### src/rtl/rca_load_return_if.sv
// Load-issue / load-return / grid-result bundle for the RCA load return path.
// master drives issue and return requests; slave is the tracking block.
interface rca_load_return_if #(
    parameter int unsigned GRID_NUM_ROWS = 8,
    parameter int unsigned XLEN          = 32,
    parameter int unsigned DEPTH         = 4
);
    localparam int unsigned ROW_W = (GRID_NUM_ROWS > 1) ? $clog2(GRID_NUM_ROWS) : 1;
    localparam int unsigned CNT_W = $clog2(DEPTH + 1);

    logic                     issue_load;
    logic [ROW_W-1:0]         issue_row;
    logic                     issue_ready;
    logic                     load_complete;
    logic [XLEN-1:0]          load_data;
    logic [GRID_NUM_ROWS-1:0] grid_row_ready;
    logic [GRID_NUM_ROWS-1:0] grid_result_valid;
    logic [XLEN-1:0]          grid_result_data;
    logic [CNT_W-1:0]         outstanding;
    logic                     idle;
    logic                     error_orphan;

    modport master (
        output issue_load, issue_row, load_complete, load_data, grid_row_ready,
        input  issue_ready, grid_result_valid, grid_result_data, outstanding, idle, error_orphan
    );

    modport slave (
        input  issue_load, issue_row, load_complete, load_data, grid_row_ready,
        output issue_ready, grid_result_valid, grid_result_data, outstanding, idle, error_orphan
    );
endinterface

### src/rtl/rca_load_return.sv
// Pairs in-order LSU load returns with the grid rows that issued them and
// delivers each result as a registered one-hot strobe to its row.
module rca_load_return #(
    parameter int unsigned GRID_NUM_ROWS = 8,
    parameter int unsigned XLEN          = 32,
    parameter int unsigned DEPTH         = 4
) (
    input logic              clk,
    input logic              rst,
    rca_load_return_if.slave bus
);
    localparam int unsigned ROW_W = (GRID_NUM_ROWS > 1) ? $clog2(GRID_NUM_ROWS) : 1;
    localparam int unsigned CNT_W = $clog2(DEPTH + 1);
    localparam int unsigned PTR_W = (DEPTH > 1) ? $clog2(DEPTH) : 1;

    logic [ROW_W-1:0]         track_mem [DEPTH];
    logic [XLEN-1:0]          res_mem   [DEPTH];

    logic [PTR_W-1:0]         track_wr_q, track_wr_d, track_rd_q, track_rd_d;
    logic [PTR_W-1:0]         res_wr_q, res_wr_d, res_rd_q, res_rd_d;
    logic [CNT_W-1:0]         track_cnt_q, track_cnt_d, res_cnt_q, res_cnt_d;
    logic [GRID_NUM_ROWS-1:0] valid_q, valid_d;
    logic [XLEN-1:0]          data_q, data_d;
    logic                     orphan_q, orphan_d;

    logic                     track_full;
    logic                     track_push, res_push, deliver, orphan_hit;
    logic [ROW_W-1:0]         track_head;
    logic [XLEN-1:0]          res_head;

    function automatic logic [PTR_W-1:0] ptr_inc(input logic [PTR_W-1:0] p);
        return (p == PTR_W'(DEPTH - 1)) ? '0 : p + PTR_W'(1);
    endfunction

    always_comb begin
        track_full = (track_cnt_q == CNT_W'(DEPTH));
        track_head = track_mem[track_rd_q];
        res_head   = res_mem[res_rd_q];

        track_push = bus.issue_load && !track_full;
        // Orphan test uses occupancies before this cycle's pops: a return is
        // only legal while some tracked load still lacks a buffered result.
        orphan_hit = bus.load_complete && (res_cnt_q == track_cnt_q);
        res_push   = bus.load_complete && !orphan_hit;
        deliver    = (track_cnt_q != '0) && (res_cnt_q != '0) && bus.grid_row_ready[track_head];

        track_wr_d  = track_push ? ptr_inc(track_wr_q) : track_wr_q;
        track_rd_d  = deliver    ? ptr_inc(track_rd_q) : track_rd_q;
        res_wr_d    = res_push   ? ptr_inc(res_wr_q)   : res_wr_q;
        res_rd_d    = deliver    ? ptr_inc(res_rd_q)   : res_rd_q;
        track_cnt_d = track_cnt_q + CNT_W'(track_push) - CNT_W'(deliver);
        res_cnt_d   = res_cnt_q + CNT_W'(res_push) - CNT_W'(deliver);

        valid_d  = deliver ? (GRID_NUM_ROWS'(1) << track_head) : '0;
        data_d   = deliver ? res_head : data_q;
        orphan_d = orphan_q | orphan_hit;
    end

    always_ff @(posedge clk) begin
        if (rst) begin
            track_wr_q  <= '0;
            track_rd_q  <= '0;
            res_wr_q    <= '0;
            res_rd_q    <= '0;
            track_cnt_q <= '0;
            res_cnt_q   <= '0;
            valid_q     <= '0;
            data_q      <= '0;
            orphan_q    <= 1'b0;
        end else begin
            track_wr_q  <= track_wr_d;
            track_rd_q  <= track_rd_d;
            res_wr_q    <= res_wr_d;
            res_rd_q    <= res_rd_d;
            track_cnt_q <= track_cnt_d;
            res_cnt_q   <= res_cnt_d;
            valid_q     <= valid_d;
            data_q      <= data_d;
            orphan_q    <= orphan_d;
        end
    end

    always_ff @(posedge clk) begin
        if (track_push) track_mem[track_wr_q] <= bus.issue_row;
        if (res_push)   res_mem[res_wr_q]     <= bus.load_data;
    end

    assign bus.issue_ready       = !track_full;
    assign bus.grid_result_valid = valid_q;
    assign bus.grid_result_data  = data_q;
    assign bus.outstanding       = track_cnt_q;
    assign bus.idle              = (track_cnt_q == '0) && (res_cnt_q == '0);
    assign bus.error_orphan      = orphan_q;
endmodule

### src/flat_wrapper.sv
// flat-port wrapper written by rule: the top's interface ports become plain ports
module rca_load_return_flat 
#(
    parameter int unsigned GRID_NUM_ROWS = 8,
    parameter int unsigned XLEN          = 32,
    parameter int unsigned DEPTH         = 4
)
  (clk, rst, bus_issue_load, bus_issue_row, bus_load_complete, bus_load_data, bus_grid_row_ready, bus_issue_ready, bus_grid_result_valid, bus_grid_result_data, bus_outstanding, bus_idle, bus_error_orphan);
  rca_load_return_if #(.GRID_NUM_ROWS(GRID_NUM_ROWS), .XLEN(XLEN), .DEPTH(DEPTH)) bus_i ();
  input logic clk;
  input logic rst;
  input wire logic [$bits(bus_i.issue_load)-1:0] bus_issue_load;
  input wire logic [$bits(bus_i.issue_row)-1:0] bus_issue_row;
  input wire logic [$bits(bus_i.load_complete)-1:0] bus_load_complete;
  input wire logic [$bits(bus_i.load_data)-1:0] bus_load_data;
  input wire logic [$bits(bus_i.grid_row_ready)-1:0] bus_grid_row_ready;
  output wire logic [$bits(bus_i.issue_ready)-1:0] bus_issue_ready;
  output wire logic [$bits(bus_i.grid_result_valid)-1:0] bus_grid_result_valid;
  output wire logic [$bits(bus_i.grid_result_data)-1:0] bus_grid_result_data;
  output wire logic [$bits(bus_i.outstanding)-1:0] bus_outstanding;
  output wire logic [$bits(bus_i.idle)-1:0] bus_idle;
  output wire logic [$bits(bus_i.error_orphan)-1:0] bus_error_orphan;
  assign bus_i.issue_load = bus_issue_load;
  assign bus_i.issue_row = bus_issue_row;
  assign bus_i.load_complete = bus_load_complete;
  assign bus_i.load_data = bus_load_data;
  assign bus_i.grid_row_ready = bus_grid_row_ready;
  assign bus_issue_ready = bus_i.issue_ready;
  assign bus_grid_result_valid = bus_i.grid_result_valid;
  assign bus_grid_result_data = bus_i.grid_result_data;
  assign bus_outstanding = bus_i.outstanding;
  assign bus_idle = bus_i.idle;
  assign bus_error_orphan = bus_i.error_orphan;
  rca_load_return #(.GRID_NUM_ROWS(GRID_NUM_ROWS), .XLEN(XLEN), .DEPTH(DEPTH)) u_core (.clk(clk), .rst(rst), .bus(bus_i));
endmodule
### config.mk
export PLATFORM = sky130hd
export DESIGN_NAME = rca_load_return_flat
export DESIGN_NICKNAME = d
export VERILOG_FILES = /design/src/rtl/rca_load_return_if.sv /design/src/rtl/rca_load_return.sv /design/src/flat_wrapper.sv
export SDC_FILE = /design/constraint.sdc
export NUM_CORES = 1
export LEC_CHECK = 0
export CAP_MARGIN = 20
export CORE_ASPECT_RATIO = 0.6
export CORE_MARGIN = 2
export CORE_UTILIZATION = 50
export CTS_BUF_LIST = sky130_fd_sc_hd__clkbuf_16
export DETAILED_ROUTE_END_ITERATION = 10
export PLACE_DENSITY = 0.75
export SLEW_MARGIN = 20
export SYNTH_ARGS = -nofsm -noshare
export SYNTH_HDL_FRONTEND = slang
export SYNTH_SLANG_ARGS = --single-unit
### constraint.sdc
create_clock -name clk -period 3.4 [get_ports clk]
set_input_delay 0.34 -clock clk [delete_from_list [all_inputs] [get_ports clk]]
set_output_delay 0.34 -clock clk [all_outputs]
set_load 0.1 [all_outputs]
Word-level counts from Yosys, hierarchy flattened --
Memories as Yosys holds them, arrays and structs flattened. A register that Yosys moved wholly into a read port is not among the register bits. Index checks and enable logic that the tools add are counted.
Storage, ports and cells: RAM bits 140, memories 2, register bits after elaboration 23, output and inout bits 46
Cells by class: bitwise operators 2, reductions and logical operators 13, add/sub/neg operators 8, order comparisons 1, multiplexer cells 12, shifts and indexed selects 1, equality and inequality tests 6
Memories:
- u_core.res_mem | words 4, bits a word 32, rd ports 1, clocked after memory_dff 1, write ports 1, RTL line rca_load_return.sv:17 | logic [XLEN-1:0] res_mem [DEPTH];
- u_core.track_mem | words 4, bits a word 3, rd ports 1, clocked after memory_dff 1, write ports 1, RTL line rca_load_return.sv:16 | logic [ROW_W-1:0] track_mem [DEPTH];
Operators by type and width (number):
- 2-to-1 mux 2 bit | 6
- adder 2 x 1 -> 2 bit (second input constant) | 4
- equality test 2 bit (second input constant) | 4
- left shift 1 x 3 -> 8 bit (first input constant) | 1
- adder 3 x 1 -> 3 bit | 2
- logical AND 1 bit | 6
- zero test 3 bit | 2
- nonzero test 3 bit | 2
- subtractor 3 x 1 -> 3 bit | 2
- 2-to-1 mux 1 bit | 5
- < comparator 3 x 4 -> 1 bit (second input constant) | 1
- binary-select mux 1 bit (select 3 bit) | 1
- equality test 3 bit | 1
- equality test 3 bit (second input constant) | 1
- zero test 1 bit | 2
- OR reduction 2 bit | 1
- inverter 1 bit | 1
- bitwise OR 1 bit | 1

Longest topological paths before layout --
depth after elaboration 6, gate-level depth with buffers 16, depth with buffers taken out 13

Least setup slack after synthesis --
OpenSTA, ideal clock, no wires.
path type reg-to-output, from register u_core.track_cnt_q[1], in the netlist u_core.bus.outstanding[1], to output port bus_idle, data arrival time 4048 ps, slack -988 ps, stages on the path, launching flop included 3, required time 3060 ps, cells stage by stage dfxtp_1 or3_1 nor4_1
Between the ends: word-level cells in the longest chain between the ends 2
RTL lines:
- from (decl) | RTL line rca_load_return.sv:21 | logic [CNT_W-1:0] track_cnt_q, track_cnt_d, res_cnt_q, res_cnt_d;
- from (signal assigned) | RTL line rca_load_return.sv:75 | track_cnt_q <= track_cnt_d;
- zero test 3 bit | RTL line rca_load_return.sv:92 | assign bus.idle = (track_cnt_q == '0) && (res_cnt_q == '0);
- logical AND 1 bit | RTL line rca_load_return.sv:92
- to (decl) | RTL line flat_wrapper.sv:21 | output wire logic [$bits(bus_i.idle)-1:0] bus_idle;
Every way passes these cells.

==> flow_metrics.tcl <==
set metrics [dict create \
    initial_utilization_pct 51.1 \
    finalSetupViolCount 0 \
    synth_top_cell_area_share_pct 53.6 \
    slew_headroom_pct 34.7 \
    antenna_left 0 \
    cts.hold.buffers_added 0 \
    die_area_um2 16700 \
    final.setup.worst_slack_ps 235 \
    final-max-slew-violation-count 0 \
    routedWlPerCell_um 18.0 \
    grt_pass1_wl_mm 22.7 \
    netlist_area_um2 7840 \
    totalWireLength_mm 14.1 \
    syn_inst 468 \
    n_antenna_cell 0 \
    cap_violations 0 \
    cts_resized 0 \
    cts_num_sinks 197 \
    tightestPinTransition_ps 976 \
    drive_above_1_share_pct 15.5 \
    clk_pin_slew_worst_paths_ps 70 \
    grt_pass1_vias 4237 \
    finalHoldViolCount 0 \
    critPathLaunchType "register" \
    io_pins 93 \
    grt_setup_unrepaired "false" \
    dp_hpwl_mm 9.32 \
    design_area_um2 9500 \
    period_minus_slack_ps 3160 \
    peakVddDrop_uv 544 \
    dr.pass1.iters 4 \
    cp_max_fo 7 \
    syn_avg_cell_area_um2 16.7 \
    ys_types 37 \
    worstSkewPairLatency_ps 420 \
    grt_antenna_before_repair 0 \
    p_leak_uw 0.00343 \
    min-delay-path-class "register to register" \
    dr.first_iter.drc_count 365 \
    nets 631 \
    cts_setup_buffers 0 \
    gp_congestion 0.801 \
    die_y_um 101 \
    drc_errors 0 \
    rows 35 \
    power_density_nw_per_um2 854 \
    skew_ps 12.7 \
    portBuffers 92 \
    core_um2 15300 \
    htreeDepth 4 \
    crit_type "register to register" \
    fin_crit_sh_pct 93.1 \
    worstPathArrival_ps 3440 \
    yosysTopAreaCell "edfxtp_1" \
    cp-end-kind "register" \
    via_per_inst 5.28 \
    hold_slack_ps 478 \
    fmax_mhz 316 \
    worstPathRequired_ps 3670 \
    die_x_um 166 \
    cts_buffers 17 \
    cp_common_cell "inv_1" \
    vias 4137 \
    grt-ovfl-total 0 \
    cts_tree "built" \
    ys_warn_count 0 \
    root_buffer "clkbuf_16" \
    post-place-ws_ps 137 \
    syn2layout_area_growth_pct 21.2 \
    postPlaceCellArea_um2 8960 \
    fin_setup_tns_ps 0 \
    grt_max_degree 63 \
    crit_slowest_cell "mux4_2" \
    path_cells "mux4_2 > or4b_1 > nand4_1 > inv_1 > ha_1 > inv_1 > ha_1 > inv_1 > fa_1 > xor2_1 > xnor2_1 > nor2_1" \
    clockBufferDepth 2 \
    worst_path_largest_cell_delay_ps 550 \
    ys_top_cells_by_area "edfxtp_1 (54%), dfxtp_1 (15%), mux4_2 (9.8%)" \
    status "complete, no violations" \
    ys_ff_latch 197 \
    rr_worst_depth 12 \
    synth_nets 531 \
    yosysSeqAreaShare_pct 68.2 \
    whs_path_depth 2 \
    track_usage_pct 17.9 \
]
-- critical path, delay by kind of cell (launching register included) --
family | cells | cell delay, ps
flops | 1 | 480
mux | 1 | 550
fa+ha+maj | 3 | 770
buf+inv | 3 | 170
simple gates | 3 | 740
xor+xnor | 2 | 300
-- worst paths after layout --
kind	slack (ps)	end	start
max	240	u_core.bus.outstanding[2]	register
min	480	u_core.bus.grid_result_data[28]	u_core.bus.grid_result_data[28]
max reg2reg	240	u_core.bus.outstanding[2]	register
min reg2reg	480	u_core.bus.grid_result_data[28]	u_core.bus.grid_result_data[28]
-- layout by cell type, fill, tap and decap left out, types with 3 or more instances in the layout --
| cell type | Yosys | layout |
|---|---|---|
| edfxtp_1 | 140 | 140 |
| clkdlybuf4s50_1 | 0 | 89 |
| nand2b_1 | 71 | 71 |
| dfxtp_1 | 57 | 55 |
| mux2i_1 | 38 | 38 |
| mux4_2 | 34 | 34 |
| clkbuf_16 | 0 | 17 |
| nor2_1 | 16 | 16 |
| inv_1 | 12 | 16 |
| buf_4 | 0 | 15 |
| ha_1 | 14 | 14 |
| nor2b_1 | 9 | 9 |
| nand2_1 | 5 | 5 |
| xor2_1 | 4 | 4 |
| and2_2 | 0 | 4 |
| and3_1 | 4 | 4 |
| mux2_2 | 4 | 4 |
| nor3_1 | 4 | 4 |
| nand3_1 | 3 | 3 |
| a21oi_1 | 3 | 3 |
| xnor2_1 | 3 | 3 |
| clkinv_2 | 0 | 3 |
| clkinv_4 | 0 | 3 |
-- state kept, by name (all words and copies together), names as in the netlist, 2 cells and up, named ones only --
register                      flops
u_core.res_mem                  128
u_core.bus.grid_result_data      32
u_core.track_mem                 12
u_core.bus.grid_result_valid      8
u_core.bus.outstanding            3
u_core.res_cnt_q                  3
u_core.res_rd_q                   2
u_core.res_wr_q                   2
u_core.track_rd_q                 2
u_core.track_wr_q                 2
-- layer usage --
metal | GRT usage, % | vias up | share of wire [%] | wire length, um
met5 | 0 | - | 0 | 0
met4 | 5.55 | 0 | 1.1 | 152
met3 | 3.89 | 17 | 5.3 | 745
met2 | 28.9 | 124 | 47 | 6570
met1 | 24.7 | 2062 | 47 | 6650
li1 | - | 1934 | - | -
-- stage by stage --
stage               cells  utilization (%)  total power, uW
finish                784             62.0             8120
floorplan             468                -             5670
CTS                   784             62.0             8190
global route          784             62.0             8490
detailed placement    752             58.4             6350
global placement      752             58.4             6240
-- cell families (layout without fill, tap and decap cells) --
family,count (synthesis),after routing,synth area share [%]
buffers and inverters,36,149,2.57
AND/OR/NAND/NOR,127,127,9.47
multiplexers,77,77,15.5
adder cells (fa/ha/maj),16,16,2.75
flip-flops,197,197,68.2
AO/OA/AOI/OAI,8,8,0.718
XOR/XNOR,7,7,0.782
-- Yosys cell counts, drive strengths merged --
cell type,instances
edfxtp,140
nand2b,71
dfxtp,57
mux2i,38
mux4,35
clkbuf,16
nor2,16
ha,14
inv,12
nor2b,9
buf,8
and2,6
nand2,5
and3,4
mux2,4
nor3,4
xor2,4
a21oi,3
nand3,3
xnor2,3
fa,2
nor4,2
or3,2
a22o,1
nand4,1
nor4b,1
o21ba,1
o22ai,1
o31a,1
o31ai,1
or2b,1
or4,1
or4b,1
-- report_power, final --
group / internal [uW] / leakage (uW) / total (uW) / switching, uW
registers: 3040 / 0.00174 / 3300 / 256
logic: 1060 / 0.00141 / 2960 / 1910
clock network: 1000 / 0.000278 / 1860 / 854
total: 5100 / 0.00343 / 8120 / 3020
-- cell type report --
cell class | instances | area [um^2]
fillers | 1125 | 5820
flip-flops and latches | 197 | 5350
multi-input cells | 235 | 2300
repair buffers | 105 | 1010
clock buffers | 17 | 425
well taps | 203 | 254
clock inverters | 15 | 119
inverters | 12 | 45.0
No activity file was read; power rests on OpenSTA's default activity.
